**src/rtl/cordic_controller_if.sv**
```systemverilog
// cordic_controller_if: job, result and core-step signals of the CORDIC iteration sequencer
interface cordic_controller_if #(
  parameter int p_WIDTH  = 32,
  parameter int p_ITER_W = 5
);
  logic               start, system_in, mode_in, out_ready;
  logic               busy, out_valid, core_system, core_mode;
  logic [p_WIDTH-1:0] x_in, y_in, z_in;
  logic [p_WIDTH-1:0] x_out, y_out, z_out;
  logic [p_WIDTH-1:0] core_x, core_y, core_z;
  logic [p_WIDTH-1:0] core_nx, core_ny, core_nz;
  logic [2:0]         ov_flags, core_ov;
  logic [p_ITER_W-1:0] ov_iter, core_shift;
  modport master (
    output start, x_in, y_in, z_in, system_in, mode_in, out_ready, core_nx, core_ny, core_nz, core_ov,
    input  busy, out_valid, x_out, y_out, z_out, ov_flags, ov_iter,
           core_x, core_y, core_z, core_shift, core_system, core_mode
  );
  modport slave (
    input  start, x_in, y_in, z_in, system_in, mode_in, out_ready, core_nx, core_ny, core_nz, core_ov,
    output busy, out_valid, x_out, y_out, z_out, ov_flags, ov_iter,
           core_x, core_y, core_z, core_shift, core_system, core_mode
  );
endinterface

```
**src/rtl/cordic_controller.sv**
```systemverilog
// cordic_controller: steps one CORDIC job through p_NUM_ITER core iterations with sticky overflow tracking.
// Define CORDIC_CTRL_OV_ABORT_EN to end a job on its first overflowing step.
module cordic_controller #(
  parameter int p_WIDTH    = 32,
  parameter int p_NUM_ITER = 30,
  parameter int p_ITER_W   = 5
) (
  input logic               clk,
  input logic               rstn,
  cordic_controller_if.slave io
);
  typedef enum logic [1:0] {IDLE, RUN, DONE} state_t;
  state_t              state_q, state_d;
  logic [p_WIDTH-1:0]  x_q, x_d, y_q, y_d, z_q, z_d;
  logic [p_ITER_W-1:0] step_q, step_d, shift_q, shift_d, ov_iter_q, ov_iter_d;
  logic [2:0]          ov_flags_q, ov_flags_d;
  logic                sys_q, sys_d, mode_q, mode_d, rep_q, rep_d;
  logic                busy_q, busy_d, valid_q, valid_d, hold, last;
  // hyperbolic convergence needs shifts 4 and 13 issued twice
  assign hold = !sys_q && !rep_q && (shift_q == p_ITER_W'(4) || shift_q == p_ITER_W'(13));
`ifdef CORDIC_CTRL_OV_ABORT_EN
  assign last = step_q == p_ITER_W'(p_NUM_ITER - 1) || io.core_ov != 3'b000;
`else
  assign last = step_q == p_ITER_W'(p_NUM_ITER - 1);
`endif
  always_comb begin
    state_d    = state_q;
    x_d        = x_q;
    y_d        = y_q;
    z_d        = z_q;
    step_d     = step_q;
    shift_d    = shift_q;
    rep_d      = rep_q;
    sys_d      = sys_q;
    mode_d     = mode_q;
    ov_flags_d = ov_flags_q;
    ov_iter_d  = ov_iter_q;
    busy_d     = busy_q;
    valid_d    = valid_q;
    if (state_q == IDLE && io.start) begin
      state_d    = RUN;
      x_d        = io.x_in;
      y_d        = io.y_in;
      z_d        = io.z_in;
      sys_d      = io.system_in;
      mode_d     = io.mode_in;
      step_d     = '0;
      shift_d    = io.system_in ? '0 : p_ITER_W'(1);
      rep_d      = 1'b0;
      ov_flags_d = '0;
      ov_iter_d  = '1;
      busy_d     = 1'b1;
    end else if (state_q == RUN) begin
      x_d        = io.core_nx;
      y_d        = io.core_ny;
      z_d        = io.core_nz;
      step_d     = step_q + p_ITER_W'(1);
      shift_d    = hold ? shift_q : shift_q + p_ITER_W'(1);
      rep_d      = hold;
      ov_flags_d = ov_flags_q | io.core_ov;
      ov_iter_d  = (io.core_ov != 3'b000 && ov_flags_q == 3'b000) ? step_q : ov_iter_q;
      state_d    = last ? DONE : RUN;
    end else if (state_q == DONE) begin
      valid_d = 1'b1;
      if (valid_q && io.out_ready) begin
        valid_d = 1'b0;
        busy_d  = 1'b0;
        state_d = IDLE;
      end
    end
  end
  always_ff @(posedge clk or negedge rstn) begin
    if (!rstn) begin
      state_q    <= IDLE;
      x_q        <= '0;
      y_q        <= '0;
      z_q        <= '0;
      step_q     <= '0;
      shift_q    <= '0;
      rep_q      <= 1'b0;
      sys_q      <= 1'b0;
      mode_q     <= 1'b0;
      ov_flags_q <= '0;
      ov_iter_q  <= '1;
      busy_q     <= 1'b0;
      valid_q    <= 1'b0;
    end else begin
      state_q    <= state_d;
      x_q        <= x_d;
      y_q        <= y_d;
      z_q        <= z_d;
      step_q     <= step_d;
      shift_q    <= shift_d;
      rep_q      <= rep_d;
      sys_q      <= sys_d;
      mode_q     <= mode_d;
      ov_flags_q <= ov_flags_d;
      ov_iter_q  <= ov_iter_d;
      busy_q     <= busy_d;
      valid_q    <= valid_d;
    end
  end
  assign io.busy        = busy_q;
  assign io.out_valid   = valid_q;
  assign io.x_out       = x_q;
  assign io.y_out       = y_q;
  assign io.z_out       = z_q;
  assign io.core_x      = x_q;
  assign io.core_y      = y_q;
  assign io.core_z      = z_q;
  assign io.core_shift  = shift_q;
  assign io.core_system = sys_q;
  assign io.core_mode   = mode_q;
  assign io.ov_flags    = ov_flags_q;
  assign io.ov_iter     = ov_iter_q;
endmodule

```
**src/flat_wrapper.sv**
```systemverilog
// flat-port wrapper written by rule: the top's interface ports become plain ports
module cordic_controller_flat 
#(
  parameter int p_WIDTH    = 32,
  parameter int p_NUM_ITER = 30,
  parameter int p_ITER_W   = 5
)
  (clk, rstn, io_start, io_x_in, io_y_in, io_z_in, io_system_in, io_mode_in, io_out_ready, io_core_nx, io_core_ny, io_core_nz, io_core_ov, io_busy, io_out_valid, io_x_out, io_y_out, io_z_out, io_ov_flags, io_ov_iter, io_core_x, io_core_y, io_core_z, io_core_shift, io_core_system, io_core_mode);
  cordic_controller_if #(.p_WIDTH(p_WIDTH), .p_ITER_W(p_ITER_W)) io_i ();
  input logic clk;
  input logic rstn;
  input wire logic [$bits(io_i.start)-1:0] io_start;
  input wire logic [$bits(io_i.x_in)-1:0] io_x_in;
  input wire logic [$bits(io_i.y_in)-1:0] io_y_in;
  input wire logic [$bits(io_i.z_in)-1:0] io_z_in;
  input wire logic [$bits(io_i.system_in)-1:0] io_system_in;
  input wire logic [$bits(io_i.mode_in)-1:0] io_mode_in;
  input wire logic [$bits(io_i.out_ready)-1:0] io_out_ready;
  input wire logic [$bits(io_i.core_nx)-1:0] io_core_nx;
  input wire logic [$bits(io_i.core_ny)-1:0] io_core_ny;
  input wire logic [$bits(io_i.core_nz)-1:0] io_core_nz;
  input wire logic [$bits(io_i.core_ov)-1:0] io_core_ov;
  output wire logic [$bits(io_i.busy)-1:0] io_busy;
  output wire logic [$bits(io_i.out_valid)-1:0] io_out_valid;
  output wire logic [$bits(io_i.x_out)-1:0] io_x_out;
  output wire logic [$bits(io_i.y_out)-1:0] io_y_out;
  output wire logic [$bits(io_i.z_out)-1:0] io_z_out;
  output wire logic [$bits(io_i.ov_flags)-1:0] io_ov_flags;
  output wire logic [$bits(io_i.ov_iter)-1:0] io_ov_iter;
  output wire logic [$bits(io_i.core_x)-1:0] io_core_x;
  output wire logic [$bits(io_i.core_y)-1:0] io_core_y;
  output wire logic [$bits(io_i.core_z)-1:0] io_core_z;
  output wire logic [$bits(io_i.core_shift)-1:0] io_core_shift;
  output wire logic [$bits(io_i.core_system)-1:0] io_core_system;
  output wire logic [$bits(io_i.core_mode)-1:0] io_core_mode;
  assign io_i.start = io_start;
  assign io_i.x_in = io_x_in;
  assign io_i.y_in = io_y_in;
  assign io_i.z_in = io_z_in;
  assign io_i.system_in = io_system_in;
  assign io_i.mode_in = io_mode_in;
  assign io_i.out_ready = io_out_ready;
  assign io_i.core_nx = io_core_nx;
  assign io_i.core_ny = io_core_ny;
  assign io_i.core_nz = io_core_nz;
  assign io_i.core_ov = io_core_ov;
  assign io_busy = io_i.busy;
  assign io_out_valid = io_i.out_valid;
  assign io_x_out = io_i.x_out;
  assign io_y_out = io_i.y_out;
  assign io_z_out = io_i.z_out;
  assign io_ov_flags = io_i.ov_flags;
  assign io_ov_iter = io_i.ov_iter;
  assign io_core_x = io_i.core_x;
  assign io_core_y = io_i.core_y;
  assign io_core_z = io_i.core_z;
  assign io_core_shift = io_i.core_shift;
  assign io_core_system = io_i.core_system;
  assign io_core_mode = io_i.core_mode;
  cordic_controller #(.p_WIDTH(p_WIDTH), .p_NUM_ITER(p_NUM_ITER), .p_ITER_W(p_ITER_W)) u_core (.clk(clk), .rstn(rstn), .io(io_i));
endmodule
```
**config.mk**
```make
export PLATFORM = sky130hd
export DESIGN_NAME = cordic_controller_flat
export DESIGN_NICKNAME = d
export VERILOG_FILES = /design/src/rtl/cordic_controller_if.sv /design/src/rtl/cordic_controller.sv /design/src/flat_wrapper.sv
export SDC_FILE = /design/constraint.sdc
export NUM_CORES = 1
export LEC_CHECK = 0
export BUFFER_PORTS_ARGS = -buffer_cell sky130_fd_sc_hd__buf_2
export CORE_AREA = 2 2 159 161
export CTS_BUF_LIST = sky130_fd_sc_hd__clkbuf_8
export DETAILED_ROUTE_END_ITERATION = 10
export DIE_AREA = 0 0 161 163
export PLACE_DENSITY = 0.57
export SYNTH_ARGS = -nofsm -noshare
export SYNTH_HDL_FRONTEND = slang
export SYNTH_SLANG_ARGS = --single-unit
export TNS_END_PERCENT = 20
```
**constraint.sdc**
```tcl
create_clock -name clk -period 1.92 [get_ports clk]
set_clock_uncertainty 0.15 [all_clocks]
set_input_delay 0.096 -clock clk [delete_from_list [all_inputs] [get_ports clk]]
set_output_delay 0.096 -clock clk [all_outputs]
set_load 0.01 [all_outputs]
```
======== Word level (Yosys, flattened, before mapping) ========
Index checks and enable logic that the tools add are counted.
word-level totals
  bits in registers ....................... 121
  bits in latches ......................... 0
  bits in writable memories ............... 0
  memory bits (read-only) ................. 0
  bits of input ports ..................... 201
  output and inout port bits .............. 209
  memories ................................ 0
operators by class
  add/subtract/negate cells ............... 2
  multipliers ............................. 0
  divide/modulo/power cells ............... 0
  magnitude comparators ................... 0
  equal/unequal tests ..................... 7
  shift-type cells ........................ 0
  multiplexer cells ....................... 29
  bitwise operators ....................... 3
  reductions and logical operators ........ 22
operator list
  operator               count
  $mux W32               6
  $mux W5                8
  $add A5 B1 Y5 const B  2
  $mux W2                5
  $reduce_bool A3 Y1     3
  $mux W1                8
  $reduce_bool A2 Y1     4
  $mux W3                2
  $reduce_and A2 Y1      3
  $reduce_and A3 Y1      2
  $eq A5 B3 Y1 const B   1
  $eq A5 B4 Y1 const B   1
  $eq A5 B5 Y1 const B   1
  $logic_and A1 B1 Y1    5
  $logic_not A3 Y1       1
  $or A3 B3 Y3           1
  $eq A2 B1 Y1 const B   1
  $eq A2 B2 Y1 const B   1
  $logic_not A1 Y1       2
  $logic_not A2 Y1       1
  $ne A2 B1 Y1 const B   1
  $ne A2 B2 Y1 const B   1
  $not A1 Y1             2
  $logic_or A1 B1 Y1     1

======== Logic depth before layout (Yosys ltp) ========
Gate-level depths: netlist of the first run.
  depth in word-level cells ............... 6
  mapped depth ............................ 9
  gate-level depth less buffers ........... 5

======== Least setup slack after synthesis of the first run ========
No wires, ideal clock.
  kind .................................... reg2reg
  start ................................... register u_core.state_q[0]
  end ..................................... register u_core.x_q[21], in the netlist u_core.io.core_x[21]
  setup time .............................. 0.133 ns
  arrival ................................. 1.456 ns
  path slack .............................. 0.181 ns
  cell stages (with the launch flop) ...... 10
  cells stage by stage .................... dfrtp_1 -> inv_1 -> ha_1 -> and2_1 -> buf_4 -> buf_4 -> buf_6 -> buf_2 -> nand2_1 -> o21ai_0
between the ends
  cells in the longest elaborated chain, start to end .. 3
RTL lines
  element                                         line                     source
  start: declaration                              cordic_controller.sv:13  state_t state_q, state_d;
  start signal: assignment                        cordic_controller.sv:88  state_q <= state_d;
  $logic_not A2 Y1                                cordic_controller.sv:40  if (state_q == IDLE && io.start) begin
  $logic_and A1 B1 Y1                             cordic_controller.sv:40
  $mux W32 or $reduce_bool A2 Y1 (tied branches)  n/a
  end signal: assignment                          cordic_controller.sv:75  x_q <= '0;
  end signal: assignment                          cordic_controller.sv:89  x_q <= x_d;
  end: declaration                                cordic_controller.sv:14  logic [p_WIDTH-1:0] x_q, x_d, y_q, y_d, z_q, z_d;
Parallel ways exist; a longest one is shown, timed or not.
A chain may end at the register's enable or synchronous reset.

======== Worst setup path in the final report of the first run ========
  start ................................... register u_core.state_q[1]
  end ..................................... register u_core.shift_q[0], in the netlist u_core.io.core_shift[0]
between the ends
  cells in the longest elaborated chain, start to end .. 4
RTL lines
  element                                                       line                     source
  $logic_not A2 Y1                                              cordic_controller.sv:40
  $logic_and A1 B1 Y1                                           cordic_controller.sv:40
  $ne A2 B2 Y1 (no line) or $reduce_bool A2 Y1 (tied branches)  n/a
  $reduce_and A2 Y1 (no line)                                   n/a
  end signal: assignment                                        cordic_controller.sv:93  shift_q <= shift_d;
  end: declaration                                              cordic_controller.sv:15  logic [p_ITER_W-1:0] step_q, step_d, shift_q, shift_d, ov_iter_q, ov_iter_d;
Parallel ways exist; a longest one is shown, timed or not.

==> flow_summary.toml, run 1 <==
[timing]
clock.fmax_mhz = 554.2
setup_viol = 0
layout_worst_path_cycle_share_pct = 93.98
final.setup.tns_ns = 0
slew_headroom_pct = 60.79
maxSlewViolCount = 0
rsz0062_at_grt = "no"
worstMarginPinSlew_ns = 0.5837
fin_hold_ws_ns = 0.05222
hold_viol_final = 0
period_needed_ns = 1.804

[layout]
diodes = 0
synthToLayoutAreaGrowth_pct = 67.93
fin_nets = 1377
drive_above_1_share_pct = 40.59

[drt]
wire_per_inst_um = 14.68
drt-pass1-iter-count = 4
drc = 0
antenna_left = 0
vias_per_cell = 4.223
drtIter0Drc = 362
vias = 6376
drt_wl_total_um = 22170

[power]
vdd_drop_max_uv = 353.8
combPwrFrac_pct = 11.1
power_frac_seq_pct = 45.7
power_density_mw_per_mm2 = 520.5
switchingPower_w = 0.001227
clkPwrFrac_pct = 43.2
swShare_pct = 21.98
p_leak_nw = 5.371
internal_power_w = 0.004356

[grt]
grt_max_degree = 78
overflow = 0
grt_pass1_wl_um = 32960
grt_util_all_layers_pct = 15.94
grt_antenna_before_repair = 0
grt_pass1_vias = 6332

[worst_setup_path]
arrival_ns = 1.96
reg2regPathDepth = 6
start_kind = "register"
r2r-start = "u_core.state_q[1]"
endpoint_kind = "register"
critical_path_class = "register to register"
crit_path_max_fanout = 3
regToRegSetupSlack_ns = 0.12
worstReg2RegEnd = "u_core.io.core_shift[0]"
crit_required_ns = 2.07

[synth]
ys_async_sr_fraction_pct = 100.0
synth-edff-count = 0
synth_fp_nets = 852
syn_area_per_cell_sq_um = 9.949
synthDominantCellAreaShare_pct = 45.45
synth-seq-cells = 121
synthCells = 642
synth_top_area_cell = "dfrtp_1"
ys.flop_type = "dfrtp_1"
synth_area_sq_mm = 0.006387
ys_warn_count = 0
yosysSeqAreaShare_pct = 47.50
yosys-top-cells-area = "dfrtp_1 45%, mux2i_1 15%, buf_4 12%"
synth_cell_types = 34

[placed_design]
io_buffers = 409
dp_hpwl_um = 14390
place.gp.congestion = 0.7872

[clock_network]
cts.path.max_buffers = 2
cts_buffers = 17
clockRootBuffer = "clkbuf_8"
clkTransAtPathRegs_ns = 0.08
h-tree-depth = 4
cts_tree = "built"
clock_latency_ns = 0.43
clkSinkCount = 121

[status]
status = "finished clean"

[worst_hold_path]
hold_path.class = "input pin to asynchronous set/reset pin"

[floorplanning]
placementRows = 58
die_x_um = 161
ios = 410
dieArea_sq_mm = 0.02624
start_util_pct = 25.89
core-area_sq_mm = 0.02467
die_y_um = 163

[run]
drv_cap = 0
==> layout by cell type, fill, tap and decap left out, types with 2 or more instances in the layout <==
cell type      netlist  layout
a211oi_1             2       2
a21oi_1             10      10
buf_12               0       7
buf_16               0       2
buf_2               21     408
buf_4              101      21
bufinv_16            0       4
clkbuf_8             0      17
clkinv_2             0       3
clkinvlp_4           0       2
dfrtp_1            116     116
dfstp_2              5       5
dlygate4sd3_1        0     201
ha_1                 9       7
inv_1                6      11
mux2i_1             97      97
nand2_1            109     109
nand3_1             14      14
nand4_1              5       5
nor2_1               8       8
nor3_1               3       3
o21ai_0            106     105
xor2_1               3       3
==> power by group through the flow <==
stage	clock, W	combinational (W)	sequential (W)
global placement	0	0.000294	0.00260
global route	0.00266	0.000667	0.00255
finish	0.00241	0.000620	0.00255
CTS	0.00252	0.000614	0.00255
detailed placement	0	0.000291	0.00260
floorplan	0	0.00000994	0.00260
==> cell families (layout without fill, tap and decap cells) <==
family	after synthesis	after routing	share of synthesized area [%]
adder cells (fa/ha/maj)	9	9	1.763
flip-flops	121	121	47.50
XOR/XNOR	4	4	0.5486
AO/OA/AOI/OAI	124	124	10.13
multiplexers	98	98	15.38
AND/OR/NAND/NOR	147	147	10.05
buffers and inverters	139	677	14.63
==> worst max-delay path: stages, from the launching register on <==
cell           delay [ns]
dfrtp_1              0.41
inv_2                0.10
ha_2                 0.21
nand3_1              0.08
dlygate4sd3_1        0.59
o31ai_1              0.08
nor3_1               0.06
==> worst max-delay path by stage <==
stage	to	slack (ns)	start	depth (start not counted)
final	u_core.io.core_shift[0]	0.12	u_core.state_q[1]	6
after global routing	u_core.io.core_shift[0]	0.03	u_core.state_q[1]	6
after global placement	u_core.io.core_x[29]	0.16	u_core.state_q[1]	6
after CTS	u_core.io.core_shift[0]	0.03	u_core.state_q[0]	6
after detailed placement	u_core.io.ov_iter[1]	0.09	u_core.state_q[1]	5
after floorplan	u_core.io.core_x[21]	0.18	u_core.state_q[0]	9
==> synthesized netlist by cell type (all sizes together), types with 5 or more instances <==
cell	count
buf	123
a21oi	10
inv	6
nand4	5
clkbuf	10
dfstp	5
o21ai	106
nand2	109
nor2	8
mux2i	97
nand3	14
dfrtp	116
ha	9
==> sequential cells by signal (all words and copies together), names as in the netlist <==
register               count
u_core.io.core_z          32
u_core.io.core_system      1
u_core.io.core_mode        1
u_core.io.ov_flags         3
u_core.state_q             2
u_core.io.out_valid        1
u_core.io.ov_iter          5
u_core.io.busy             1
u_core.io.core_y          32
u_core.io.core_x          32
u_core.rep_q               1
u_core.step_q              5
u_core.io.core_shift       5
==> per-layer routing <==
layer	global-route usage [%]	part of all wire, %	vias to the layer above
li1	-	-	3139
met5	0	0	-
met3	3.972	5.9	18
met4	4.545	1.2	0
met2	28.70	52	239
met1	18.82	41	2980
==> final cells by class <==
cell class / instances / area, sq um
Timing Repair Buffer: 639 / 4407
Fill cell: 2328 / 13950
Clock inverter: 15 / 172.7
Multi-Input combinational cell: 382 / 2444
Inverter: 6 / 22.52
Clock buffer: 17 / 234.0
Sequential cell: 121 / 3034
Tap cell: 330 / 412.9
==> per-stage QoR <==
step | power, W | cell area (sq um) | util, % | setup slack, ns | cells
2_1_floorplan | 0.002610 | 6387 | - | 0.1810 | 642
3_5_place_dp | 0.002890 | 8253 | 33.45 | 0.08778 | 1273
5_1_grt | 0.005874 | 10730 | 43.47 | 0.02835 | 1510
4_1_cts | 0.005683 | 10670 | 43.25 | 0.03449 | 1506
6_report | 0.005584 | 10730 | 43.47 | 0.1155 | 1510
3_3_place_gp | 0.002893 | 8253 | 33.45 | 0.1629 | 1273
==> timing repair <==
item	4_1_cts	5_1_grt
setup buffers	0	4
resized for setup	0	6
endpoints found under the setup margin	0	38
endpoints found under the hold margin	231	0
hold buffers	201	0
Note: power is estimated with default switching activity, not from simulation.
==> inputs of run 2 (changes only) <==
Settings changed: CORE_AREA 2 2 159 161 to 4 4 156 158, DIE_AREA 0 0 161 163 to 0 0 160 162, PLACE_DENSITY 0.57 to 0.6.
==> run 2 against run 1 <==
Net effect: wire length about the same; total power rose by 3.7%; die area decreased by 1.2%; clock power rose by 9.1%; critical endpoint is now u_core.io.ov_flags[0]; cell count fell by 2.3%; global-route usage increased by 0.50 points; hold slack better by 0.0023 ns; combinational power fell by 1%; setup slack got worse by 0.040 ns; design area rose by 0.43%.
==> flow_summary.toml, run 2 (synthesis gave the netlist of run 1 again) <==
[worst_setup_path]
crit_chain = "inv_2, ha_4, buf_12, a21oi_1, nor2_1, dlygate4sd3_1"
regToRegSetupSlack_ns = 0.08
arrival_ns = 2.01
path_delay_family = "buffers and inverters"
slowest_stage = "dlygate4sd3_1"
crit_path_max_fanout = 30
crit_buf_inv = 3
crit_required_ns = 2.08
endpoint_kind = "register"
critical_path.max_stage_delay_ns = 0.56
start_kind = "register"
critical_path_class = "register to register"
cp.depth = 6
reg2regPathDepth = 6

[power]
finalPower_w = 0.005790
vdd_drop_max_uv = 475.0
power_density_mw_per_mm2 = 537.4
p_leak_nw = 5.428

[grt]
grt_antenna_before_repair = 0
grt_util_all_layers_pct = 16.43
grt_pass1_vias = 6737
grt_max_degree = 62
grt_pass1_wl_um = 34760
overflow = 0

[worst_hold_path]
hold_path.class = "input pin to asynchronous set/reset pin"

[drt]
wire_per_inst_um = 15.02
vias_per_cell = 4.408
drt-pass1-iter-count = 4
vias = 6506
antenna_left = 0
drc = 0
top_layer_used = "met4"
met2WireLength_um = 11350
met1_length_um = 8585
drtIter0Drc = 321
wl_met3_um = 1662
drt_wl_total_um = 22160

[floorplanning]
placementRows = 56
die_x_um = 160
ios = 410
core-area_sq_mm = 0.02312
die_y_um = 162
dieArea_sq_mm = 0.02592
start_util_pct = 27.62

[layout]
diodes = 0
mostFrequentLayoutCells = "408 x buf_2, 203 x dlygate4sd3_1, 114 x dfrtp_1"
synthToLayoutAreaGrowth_pct = 68.66
fillers = 2081
drive_above_1_share_pct = 40.81
layout_commonest_cell = "buf_2"
final_util_pct = 46.59
fin_nets = 1383

[timing]
period_needed_ns = 1.845
layout_worst_path_cycle_share_pct = 96.09
slew_headroom_pct = 64.81
maxSlewViolCount = 0
setup_viol = 0
clock.fmax_mhz = 542.0
fin_hold_ws_ns = 0.05454
hold_viol_final = 0
worstMarginPinSlew_ns = 0.5239

[clock_network]
h-tree-depth = 4
clockRootBuffer = "clkbuf_8"
cts_tree = "built"
clock_latency_ns = 0.42
clkSinkCount = 121
clkTransAtPathRegs_ns = 0.08
cts_buffers = 17
cts.path.max_buffers = 2

[placed_design]
place.gp.congestion = 0.7712
dp_hpwl_um = 15090
io_buffers = 409

[run]
drv_cap = 0

[status]
status = "finished clean"
[run 2: cell types whose count changed in the layout (fill, tap and decap cells not counted), sizes merged]
cell	change
clkbuf	+2
buf	+4
dlygate4sd3	+2
inv	-1
bufinv	+1
clkinv	-2
[run 2: metrics by stage]
stage          cell area, sq um  setup slack (ns)  std cells  setup TNS (ns)
3_3_place_gp               8273            0.1291       1239               0
3_5_place_dp               8273            0.1398       1239               0
4_1_cts                   10770           0.03674       1475               0
6_report                  10770           0.07512       1476               0
5_1_grt                   10770          -0.01950       1476        -0.01950
2_1_floorplan              6387            0.1810        642               0
[run 2: final cells by class]
cell class,instances,area (sq um),share of cell area (%)
multi-input combinational,382,2434,22.59
inverter,6,22.52,0.2091
sequential,121,3037,28.19
clock inverter,13,188.9,1.754
timing repair buffer,645,4467,41.46
tap,290,362.8,3.368
clock buffer,19,261.5,2.427
[run 2: power by group]
| group | internal (W) | switching, W | total [W] |
|---|---|---|---|
| clock network | 0.00159 | 0.00104 | 0.00263 |
| logic | 0.000424 | 0.000188 | 0.000612 |
| registers | 0.00255 | 0.000000374 | 0.00255 |
[run 2: tightest hold or removal path, delay by kind of cell]
family,cells,cell delay [ns]
buffers and inverters,3,0.93
[run 2: timing repair]
item                                    4_1_cts  5_1_grt
endpoints found under the setup margin        0        6
endpoints found under the hold margin       237        0
setup buffers                                 0        2
gates resized for setup                       0        3
hold buffers                                204        0
[run 2: path summary, 6_finish.rpt]
path / to / start
worst max-delay path: u_core.io.ov_flags[0] / u_core.state_q[1]
worst min-delay path: u_core.io.core_system / rstn
worst max register to register: u_core.io.ov_flags[0] / u_core.state_q[1]
worst min register to register: u_core.io.core_mode / u_core.io.core_mode
max in group asynchronous: u_core.io.core_x[1] / rstn
min in group clk: u_core.io.core_y[28] / io_y_in[28]
[run 2: routing by layer]
metal,global-route usage [%],vias to the layer above
met5,0,-
met3,4.643,42
met2,29.38,296
met1,18.65,3018
li1,-,3150
met4,6.296,0
==> inputs of run 3 (changes only) <==
Settings changed: CTS_BUF_LIST sky130_fd_sc_hd__clkbuf_8 to sky130_fd_sc_hd__clkbuf_8 sky130_fd_sc_hd__clkbuf_16, GPL_TIMING_DRIVEN set to 0.
==> run 3 against run 2 <==
Net effect: maximum frequency is 1.7% higher; hold slack better by 0.035 ns; sequential cell count stayed put; design area is 7.6% higher; first-iteration DRC count is 5.0% lower; global-route usage is 2.4 points higher; setup slack better by 0.032 ns; via count is 7.3% higher; core utilization is 3.5 points higher; wire length is 16% higher.
==> flow_summary.toml, run 3 (synthesis gave the netlist of run 1 again) <==
[status]
status = "finished clean"

[placed_design]
io_buffers = 409
dpl.cell_count = 1342
place.gp.congestion = 0.7957
dp_hpwl_um = 17760

[worst_setup_path]
critical_path_class = "register to register"
crit_buf_inv = 4
arrival_ns = 1.94
regToRegSetupSlack_ns = 0.11
endpoint_kind = "register"
crit_path_max_fanout = 10
crit_chain = "buf_4, ha_4, buf_6, buf_6, buf_2, o31ai_1, nor3_1"
reg2regPathDepth = 7
r2r-start = "u_core.state_q[0]"
slowest_stage = "dfrtp_2"
critPathMostFrequentCell = "buf_6"
start_kind = "register"
path_delay_family = "buffers and inverters"
worstReg2RegEnd = "u_core.io.core_shift[0]"
critical_path.max_stage_delay_ns = 0.41
crit_required_ns = 2.05

[layout]
layout_commonest_cell = "buf_2"
diodes = 0
drive_above_1_share_pct = 45.57
instances_no_fill = 1578
fin_nets = 1485
synthToLayoutAreaGrowth_pct = 81.51
mostFrequentLayoutCells = "418 x buf_2, 201 x dlygate4sd3_1, 115 x dfrtp_1"

[drt]
antenna_left = 0
met2WireLength_um = 13250
drt_wl_total_um = 25760
wire_per_inst_um = 16.32
drc = 0
vias = 6978
drt-pass1-iter-count = 5
drtIter0Drc = 305
met1_length_um = 10250
vias_per_cell = 4.422
top_layer_used = "met4"
wl_met3_um = 1637

[floorplanning]
core-area_sq_mm = 0.02312
start_util_pct = 27.62
dieArea_sq_mm = 0.02592
die_y_um = 162
placementRows = 56
ios = 410
die_x_um = 160

[grt]
overflow = 0
grt_util_all_layers_pct = 18.84
grt_pass1_vias = 7410
grt_max_degree = 64
grt_antenna_before_repair = 0
grt_pass1_wl_um = 39170

[timing]
maxSlewViolCount = 0
rsz0062_at_grt = "yes"
hold_viol_final = 0
fin_hold_ws_ns = 0.08995
worstMarginPinSlew_ns = 0.5903
final.setup.tns_ns = 0
setup_viol = 0
period_needed_ns = 1.813
clock.fmax_mhz = 551.5
layout_worst_path_cycle_share_pct = 94.44
slew_headroom_pct = 60.64

[power]
clkPwrFrac_pct = 50.5
switchingPower_w = 0.001433
finalPower_w = 0.006400
vdd_drop_max_uv = 542.4
internal_power_w = 0.004966
p_leak_nw = 5.987
power_frac_seq_pct = 39.9
swShare_pct = 22.39
combPwrFrac_pct = 9.6
power_density_mw_per_mm2 = 552.0

[run]
drv_cap = 0

[worst_hold_path]
hold_path.class = "input pin to asynchronous set/reset pin"

[clock_network]
clock_latency_ns = 0.40
clockRootBuffer = "clkbuf_16"
cts_tree = "built"
clkTransAtPathRegs_ns = 0.06
clkSinkCount = 121
h-tree-depth = 4
cts.path.max_buffers = 2
cts_buffers = 17
==> run 3: changes by cell type in the layout (fill, tap and decap cells not counted), moves of 3 or more <==
cell | before | now
buf_12 | 11 | 4
clkbuf_2 | 0 | 4
buf_4 | 23 | 102
clkbuf_16 | 0 | 17
clkbuf_4 | 0 | 3
clkbuf_8 | 19 | 2
buf_2 | 408 | 418
bufinv_16 | 5 | 2
buf_6 | 0 | 6
clkbuf_1 | 0 | 6
inv_1 | 10 | 5
inv_6 | 0 | 3
==> run 3: worst max path at each step <==
stage	from	to	cells after the start
2_1_floorplan	u_core.state_q[0]	u_core.io.core_x[21]	9
3_5_place_dp	u_core.state_q[1]	u_core.io.core_z[4]	9
5_1_grt	u_core.state_q[0]	u_core.io.core_x[15]	6
3_3_place_gp	rstn	u_core.io.core_x[2]	1
4_1_cts	u_core.state_q[1]	u_core.io.core_x[26]	9
6_report	u_core.state_q[0]	u_core.io.core_shift[0]	7
==> run 3: area by class of cell <==
type	instances	area [sq um]
flip-flops and latches	121	3035
clock buffers	19	452.9
clock inverters	13	143.9
plain buffers	133	1015
well taps	290	362.8
multi-input cells	382	2436
repair buffers	614	4125
fillers	2055	11530
inverters	6	22.52
==> run 3: power groups by stage <==
stage	sequential, W	clock [W]	combinational [W]
after CTS	0.00255	0.00331	0.000609
after global routing	0.00255	0.00344	0.000661
after global placement	0.00260	0	0.000269
final	0.00255	0.00323	0.000613
after floorplan	0.00260	0	0.00000994
after detailed placement	0.00260	0	0.000280
==> run 3: through the flow <==
stage	worst slack, ns	util (%)	instance area, sq um
floorplan	0.1810	-	6387
global placement	-1.125	38.05	8797
detailed placement	-0.2869	38.19	8831
CTS	0.01300	49.83	11520
global route	-0.02168	50.14	11590
finish	0.1067	50.14	11590
==> run 3: what timing repair did <==
action	4_1_cts	5_1_grt
pin swaps	0	0
gates cloned	0	1
setup buffers	0	2
hold buffers	201	0
gates resized for setup	24	20
endpoints found under the setup margin	112	57
endpoints found under the hold margin	180	0
==> run 3: metal layers <==
| layer | vias up | track usage, % |
|---|---|---|
| li1 | 3353 | - |
| met3 | 43 | 4.694 |
| met2 | 302 | 34.35 |
| met4 | 0 | 6.648 |
| met5 | - | 0 |
| met1 | 3280 | 21.46 |
